===== config.mk =====
export PLATFORM = sky130hd
export DESIGN_NAME = fetch_ctrl
export DESIGN_NICKNAME = d
export VERILOG_FILES = /design/src/rtl/h2bp_pkg.sv /design/src/rtl/fetch_perf_cnt.sv /design/src/rtl/fetch_ctrl.sv
export SDC_FILE = /design/constraint.sdc
export NUM_CORES = 1
export LEC_CHECK = 0
export ABC_CLOCK_PERIOD_IN_PS = 6700
export CELL_PAD_IN_SITES_DETAIL_PLACEMENT = 2
export CELL_PAD_IN_SITES_GLOBAL_PLACEMENT = 2
export CORE_MARGIN = 2
export CORE_UTILIZATION = 30
export CTS_CLUSTER_DIAMETER = 200
export DETAILED_ROUTE_END_ITERATION = 16
export PLACE_DENSITY = 0.89
export SKIP_CTS_REPAIR_TIMING = 1
export SLEW_MARGIN = 20
export SYNTH_ARGS = -nofsm -noshare
export SYNTH_HDL_FRONTEND = slang
export SYNTH_HIERARCHICAL = 1
export SYNTH_SLANG_ARGS = --single-unit

===== constraint.sdc =====
create_clock -name clk -period 6.7 [get_ports clk]
set_input_delay 1.34 -clock clk [delete_from_list [all_inputs] [get_ports clk]]
set_output_delay 1.34 -clock clk [all_outputs]
set_load 0.02 [all_outputs]

===== src/rtl/h2bp_pkg.sv =====
// Shared types and defaults for the instruction fetch controller.
package h2bp;

    typedef enum logic [1:0] {
        BOOT,
        RUN,
        HALT
    } fetch_state_t;

    localparam logic [31:0] RESET_PC_DEFAULT = 32'd0;

endpackage


===== src/rtl/fetch_perf_cnt.sv =====
// Bank of saturating 32-bit event counters for fetch_ctrl.
// Only built when FETCH_PERF_CNT_EN is defined.
`ifdef FETCH_PERF_CNT_EN
module fetch_perf_cnt #(
    parameter int unsigned N_CNT = 3
) (
    input  logic                    clk_i,
    input  logic                    rst_ni,
    input  logic [N_CNT-1:0]        inc_i,
    output logic [N_CNT-1:0][31:0]  cnt_o
);

    logic [N_CNT-1:0][31:0] cnt_q;

    always_ff @(posedge clk_i or negedge rst_ni) begin
        if (!rst_ni) begin
            cnt_q <= '0;
        end else begin
            for (int unsigned i = 0; i < N_CNT; i++) begin
                if (inc_i[i] && (cnt_q[i] != '1)) begin
                    cnt_q[i] <= cnt_q[i] + 32'd1;
                end
            end
        end
    end

    assign cnt_o = cnt_q;

endmodule
`endif


===== src/rtl/fetch_ctrl.sv =====
// Fetch controller: owns the pc, drives imem flushes, replays under stall, halts/resumes.
// Optional perf counters (perf_fetched/bubbles/redirects) under FETCH_PERF_CNT_EN.
module fetch_ctrl
    import h2bp::*;
#(
    parameter int unsigned          PC_WIDTH = 32,
    parameter logic [PC_WIDTH-1:0]  RESET_PC = PC_WIDTH'(RESET_PC_DEFAULT),
    parameter logic [PC_WIDTH-1:0]  PC_STEP  = PC_WIDTH'(1)
) (
    input  logic                clk,
    input  logic                rst,
    input  logic                stall,
    input  logic                redirect_valid,
    input  logic                redirect_is_jump,
    input  logic [PC_WIDTH-1:0] redirect_target,
    input  logic                halt_req,
    input  logic                resume,
    output logic [PC_WIDTH-1:0] pc,
    output logic                imem_branch,
    output logic                imem_jump,
    output logic                fetch_valid,
    output logic [PC_WIDTH-1:0] fetch_pc,
    output logic                halted
`ifdef FETCH_PERF_CNT_EN
    ,
    output logic [31:0]         perf_fetched,
    output logic [31:0]         perf_bubbles,
    output logic [31:0]         perf_redirects
`endif
);

    fetch_state_t          state_q, state_d;
    logic [PC_WIDTH-1:0]   pc_q, pc_q_d;
    logic [PC_WIDTH-1:0]   fetch_pc_q, fetch_pc_d;
    logic                  fetch_valid_q, fetch_valid_d;
    logic                  replay;

    // Redirect outranks stall, so a stalled fetch is only replayed when no redirect is pending.
    assign replay = (state_q == RUN) && stall && fetch_valid_q && !redirect_valid;

    always_ff @(posedge clk or negedge rst) begin
        if (!rst) begin
            state_q <= BOOT;
        end else begin
            state_q <= state_d;
        end
    end

    always_comb begin
        state_d = state_q;
        unique case (state_q)
            BOOT, RUN: state_d = halt_req ? HALT : RUN;
            HALT:      if (resume && !halt_req) state_d = RUN;
            default:   state_d = BOOT;
        endcase
    end

    always_comb begin
        pc          = pc_q;
        imem_branch = 1'b0;
        imem_jump   = 1'b0;
        unique case (state_q)
            BOOT, RUN: begin
                if (state_q == BOOT) begin
                    pc = RESET_PC;
                end else if (replay) begin
                    pc = fetch_pc_q;
                end
                imem_jump   = redirect_valid && redirect_is_jump;
                imem_branch = redirect_valid && !redirect_is_jump;
            end
            HALT: begin
                imem_jump = 1'b1;
            end
            default: ;
        endcase
    end

    always_comb begin
        pc_q_d        = pc_q;
        fetch_pc_d    = fetch_pc_q;
        fetch_valid_d = fetch_valid_q;
        if (state_q == HALT) begin
            fetch_valid_d = 1'b0;
            if (redirect_valid) begin
                pc_q_d = redirect_target;
            end
        end else begin
            if (redirect_valid) begin
                pc_q_d        = redirect_target;
                fetch_pc_d    = pc;
                fetch_valid_d = 1'b0;
            end else if (!replay) begin
                pc_q_d        = pc + PC_STEP;
                fetch_pc_d    = pc;
                fetch_valid_d = 1'b1;
            end
            if (halt_req) begin
                fetch_valid_d = 1'b0;
            end
        end
    end

    always_ff @(posedge clk or negedge rst) begin
        if (!rst) begin
            pc_q          <= RESET_PC;
            fetch_pc_q    <= RESET_PC;
            fetch_valid_q <= 1'b0;
        end else begin
            pc_q          <= pc_q_d;
            fetch_pc_q    <= fetch_pc_d;
            fetch_valid_q <= fetch_valid_d;
        end
    end

    assign fetch_valid = fetch_valid_q;
    assign fetch_pc    = fetch_pc_q;
    assign halted      = (state_q == HALT);

`ifdef FETCH_PERF_CNT_EN
    logic [2:0]       perf_inc;
    logic [2:0][31:0] perf_cnt;

    assign perf_inc = {redirect_valid,
                       !fetch_valid_q && (state_q != HALT),
                       fetch_valid_q && !stall};

    fetch_perf_cnt #(
        .N_CNT(3)
    ) u_perf (
        .clk_i (clk),
        .rst_ni(rst),
        .inc_i (perf_inc),
        .cnt_o (perf_cnt)
    );

    assign perf_fetched   = perf_cnt[0];
    assign perf_bubbles   = perf_cnt[1];
    assign perf_redirects = perf_cnt[2];
`endif

endmodule

==> qor.yml, run 1 <==
finalSetupViolCount: 0
first_pass_iters: 5
final_net_count: 619
min_period_ps: 5370
synth-async-reset-ratio_pct: 100
hp-start: "fetch_pc[27]"
fin_cells: 763
cts-root-buf: "clkbuf_16"
wl_met1_mm: 7.23
syn_inst: 492
insertedDiodeCount: 0
max_freq_mhz: 186
r2r-end: "pc_q[19]"
cts.path.max_buffers: 2
htreeDepth: 3
tightest_slew_ps: 1080
cp-end-kind: "output port"
syn-num-nets: 532
synth_area_leaders: "dfrtp_1, nand2_1, xnor2_1"
path_class: "input pin to output port"
drv_slew: 0
wl_met3_mm: 1.00
most-common-layout-cells: "clkdlybuf4s50_1, nand2_1, dfrtp_1"
synth_edf_count: 0
syn_area_um2: 4220
finClkSkew_ps: 3.33
fp.dieArea_um2: 15000
dp_hpwl_mm: 11.6
power_leakage_nw: 2.24
dp_cells: 748
yosysTopAreaCell: "dfrtp_1"
wl_mm: 17.0
die_x_um: 123
initial_core_util_pct: 30.5
drive_gt1_share_pct: 8.92
vias: 4388
core_area_um2: 13800
yosys_warnings: 6
multi_input_area_um2: 2280
clock_latency_ps: 340
final_common_cell: "clkdlybuf4s50_1"
antenna_found_initial: 0
grt_pass1_vias: 4750
p_per_area_nw_per_um2: 284
cp-start-kind: "input pin"
hold_viol: 0
die_h_um: 123
seq_area_um2: 1680
grt_pass1_wl_mm: 27.3
route.top_layer_used: "met4"
avgSynthCellArea_um2: 8.58
max_cap_viol_count: 0
setup_tns_ps: 0
num-fill-cells: 1499
avgRoutedWirePerCell_um: 22.3
synth_top_area_share_pct: 39.7
clkSinkCount: 67
wl_met2_mm: 8.48
regToRegStartpoint: "state_q[1]"
grt_max_degree: 68
tritoncts: "yes"
ant_nets: 0
ys_types: 62
io_buffer_count: 106
drt_iter0_markers: 244
grt_usage_pct: 23.8
drc: 0
cp_max_fo: 12
crit_arrival_ps: 4030
worstHoldPathCells: 2
synth_seq_area_share_pct: 39.7
hold_path_class: "flop to flop"
ioPinCount: 107
relSlewSlack_pct: 27.7
area_growth_pct: 34.5
overflow: 0
status: "completed"
routed_via_density: 5.75
whs_endpoint: "fetch_pc[27]"
peakVddDrop_mv: 0.129
rows: 43
reg2reg_slack_ps: 2750
ys_seq_elements: 67
fin_crit_sh_pct: 80.1
routabilityCongestion: 0.808
cts_buffers: 9
rr_worst_depth: 8
ys.flop_type: "dfrtp_1"
required_ps: 5360
clk_pin_slew_ps: 50
grt_setup_unrepaired: "no"
final_util_pct: 41.1
layer usage:
| layer | track usage, % | vias to the layer above |
|---|---|---|
| met2 | 41.1 | 138 |
| met4 | 7.33 | 0 |
| li1 | - | 1967 |
| met3 | 4.46 | 24 |
| met5 | 0 | - |
| met1 | 30.2 | 2259 |
cell type report:
class | instances | share of cell area [%]
Clock inverter | 2 | 0.617
Timing Repair Buffer | 117 | 20.0
Tap cell | 180 | 3.97
Sequential cell | 67 | 29.5
Multi-Input combinational cell | 367 | 40.2
Inverter | 17 | 1.12
Clock buffer | 13 | 4.58
sequential cells by signal, summed over array words and instances (netlist names):
register and cells:
fetch_pc 32, state_q 2, fetch_valid 1, pc_q 32
synthesized netlist by cell type, drive strengths merged, types with 12 or more instances:
library cell	n
nand2	76
dfrtp	67
nor2	44
o21ai	31
a21oi	30
clkbuf	23
xnor2	20
buf	18
inv	17
a22o	16
nand3	14
a32o	13
nor3	13
nor3b	12
cells by family after synthesis:
kind of cell    share of synthesized area [%]
simple gates                             24.9
compound gates                           22.7
flops                                    39.7
buf+inv                                  6.22
xor+xnor                                 4.36
mux                                      1.84
fa+ha+maj                               0.296
worst max-delay path by stage:
stage / end / cells after the start / startpoint / slack [ps]
global route: pc[17] / 7 / stall / 1130
detailed placement: pc[16] / 6 / stall / 1350
global placement: pc[16] / 6 / stall / 1420
CTS: pc[16] / 6 / stall / 1320
floorplan: pc_q[16] / 11 / redirect_valid / 2620
finish: pc[16] / 6 / stall / 1330
worst max-delay path, stage by stage:
cell and delay, ps:
clkdlybuf4s50_1 540, nand3b_1 470, and3_1 410, a221oi_1 610, inv_1 90, clkdlybuf4s50_1 560
metrics by stage:
step                      power (W)  hold slack, ps  setup WS, ps  cell area, µm²
final                       0.00161             517          1330            5680
after global routing        0.00170             553          1130            5680
after CTS                   0.00162             521          1320            5680
after detailed placement    0.00113             515          1350            5380
after global placement      0.00110             493          1420            5380
after floorplan            0.000852             524          2620            4220
power breakdown:
group / total (W) / internal [W] / leakage, nW / switching [W]
sequential: 0.000553 / 0.000474 / 0.840 / 0.0000795
clock: 0.000484 / 0.000306 / 0.146 / 0.000178
combinational: 0.000574 / 0.000249 / 1.26 / 0.000325
Note: power is estimated with default switching activity, not from simulation.
==> run 2, diff against run 1 <==
ABC_CLOCK_PERIOD_IN_PS = 5450   (was 6700)
CORE_UTILIZATION = 29   (was 30)
PLACE_DENSITY = 0.87   (was 0.89)
clock period = 5.45 ns   (was 6.7 ns; I/O delays follow)
==> qor.yml, run 2 (same netlist as run 1, synthesis figures left out) <==
cp-end-kind: "output port"
crit_arrival_ps: 3670  # -360 ps
hp-start: "fetch_pc[28]"
grt_max_degree: 68  # unchanged
required_ps: 4360  # -1000 ps
finalSetupViolCount: 0  # unchanged
drive_gt1_share_pct: 9.71  # +0.79 points
die_x_um: 125  # +1.7%
fin_crit_sh_pct: 87.3
die_h_um: 125  # +1.7%
core_area_um2: 14400  # +3.9%
max_cap_viol_count: 0  # unchanged
worstHoldPathCells: 2  # unchanged
tightest_slew_ps: 1140  # +58.3 ps
min_period_ps: 4760
clock_latency_ps: 340  # about the same
overflow: 0  # unchanged
routed_via_density: 5.53  # -3.8%
num-fill-cells: 1562  # +4.2%
rr_worst_depth: 9  # +1
io_buffer_count: 106  # unchanged
cp_max_fo: 8  # -4
tritoncts: "yes"
first_pass_iters: 4  # -1
final_common_cell: "clkdlybuf4s50_1"
grt_usage_pct: 21.3  # -2.5 points
hold_ws_ps: 520  # +3.00 ps
seq_area_um2: 1680  # unchanged
peakVddDrop_mv: 0.137  # +6.0%
wl_mm: 16.3  # -4.0%
ioPinCount: 107  # unchanged
routabilityCongestion: 0.864  # +7.0%
power_w: 0.00192  # +19%
power_leakage_nw: 2.25  # +0.24%
rows: 44  # +2.3%
finClkSkew_ps: 6.12  # +2.79 ps
htreeDepth: 3  # unchanged
grt_pass1_vias: 4634  # -2.4%
cp-start-kind: "input pin"
clkSinkCount: 67  # unchanged
multi_input_area_um2: 2290  # +0.11%
hold_path_class: "flop to flop"
max_freq_mhz: 210
p_per_area_nw_per_um2: 338  # +19%
status: "completed"
drt_iter0_markers: 204  # -16%
regToRegStartpoint: "state_q[1]"
antenna_found_initial: 0  # unchanged
insertedDiodeCount: 0  # unchanged
drc: 0  # unchanged
grt_setup_unrepaired: "no"
cts_buffers: 9  # unchanged
r2r-end: "pc_q[30]"
cts-root-buf: "clkbuf_16"
ant_nets: 0  # unchanged
setup_tns_ps: 0  # unchanged
path_class: "input pin to output port"
clk_pin_slew_ps: 50  # about the same
fp.dieArea_um2: 15500  # +3.3%
grt_pass1_wl_mm: 26.2  # -3.8%
whs_endpoint: "fetch_pc[28]"
most-common-layout-cells: "clkdlybuf4s50_1, nand2_1, dfrtp_1"
final_net_count: 623  # +0.65%
vias: 4266  # -2.8%
drv_slew: 0  # unchanged
avgRoutedWirePerCell_um: 21.2  # -4.9%
area_growth_pct: 34.6  # about the same
reg2reg_slack_ps: 1530  # -1220 ps
cts.path.max_buffers: 2  # unchanged
relSlewSlack_pct: 24.1  # -3.6 points
dp_hpwl_mm: 11.5  # -1.1%
initial_core_util_pct: 29.4  # -1.2 points
hold_viol: 0  # unchanged
==> run 2: changes by cell type in the layout (fill, tap and decap cells not counted), sizes merged <==
cell | before | now
buf | 13 | 17
clkinv | 1 | 3
bufinv | 1 | 0
clkbuf | 13 | 12
==> run 2: through the flow <==
stage / worst slack, ps / utilization [%] / std cells / area (µm²)
6_report: 690 / 39.6 / 771 / 5680
5_1_grt: 547 / 39.6 / 771 / 5680
4_1_cts: 710 / 39.6 / 771 / 5680
3_5_place_dp: 718 / 37.7 / 756 / 5420
3_3_place_gp: 828 / 37.7 / 756 / 5420
2_1_floorplan: 1620 / - / 492 / 4220
==> run 2: worst max path at each step <==
stage          depth (start not counted)       end  slack, ps            from
2_1_floorplan                         11  pc_q[16]       1620  redirect_valid
3_3_place_gp                           7    pc[19]        830           stall
3_5_place_dp                           7    pc[16]        720           stall
4_1_cts                                7    pc[16]        710           stall
5_1_grt                                7    pc[16]        550           stall
6_report                               7    pc[16]        690           stall
==> run 2: worst max-delay path: stages <==
cell             delay (ps)
clkdlybuf4s50_1         550
nand3b_1                270
buf_4                   270
and3_1                  180
a221oi_1                660
inv_1                    90
clkdlybuf4s50_1         570
==> run 2: final cells by class <==
type / count / share of cell area [%]
multi-input cells: 367 / 40.2
flip-flops and latches: 67 / 29.5
repair buffers: 121 / 20.5
clock buffers: 12 / 4.34
well taps: 184 / 4.05
inverters: 17 / 1.12
clock inverters: 3 / 0.264
==> run 2: per-layer routing <==
layer	GRT usage, %	vias to the layer above	wire length (µm)
li1	-	1970	-
met3	3.35	20	775
met1	28.6	2168	7420
met4	7.01	0	268
met2	35.1	108	7880
met5	0	-	0
==> run 2: report_power, final <==
group | internal [W] | switching [W]
Combinational | 0.000308 | 0.000392
Sequential | 0.000582 | 0.000101
Clock | 0.000316 | 0.000223
Total | 0.00121 | 0.000716
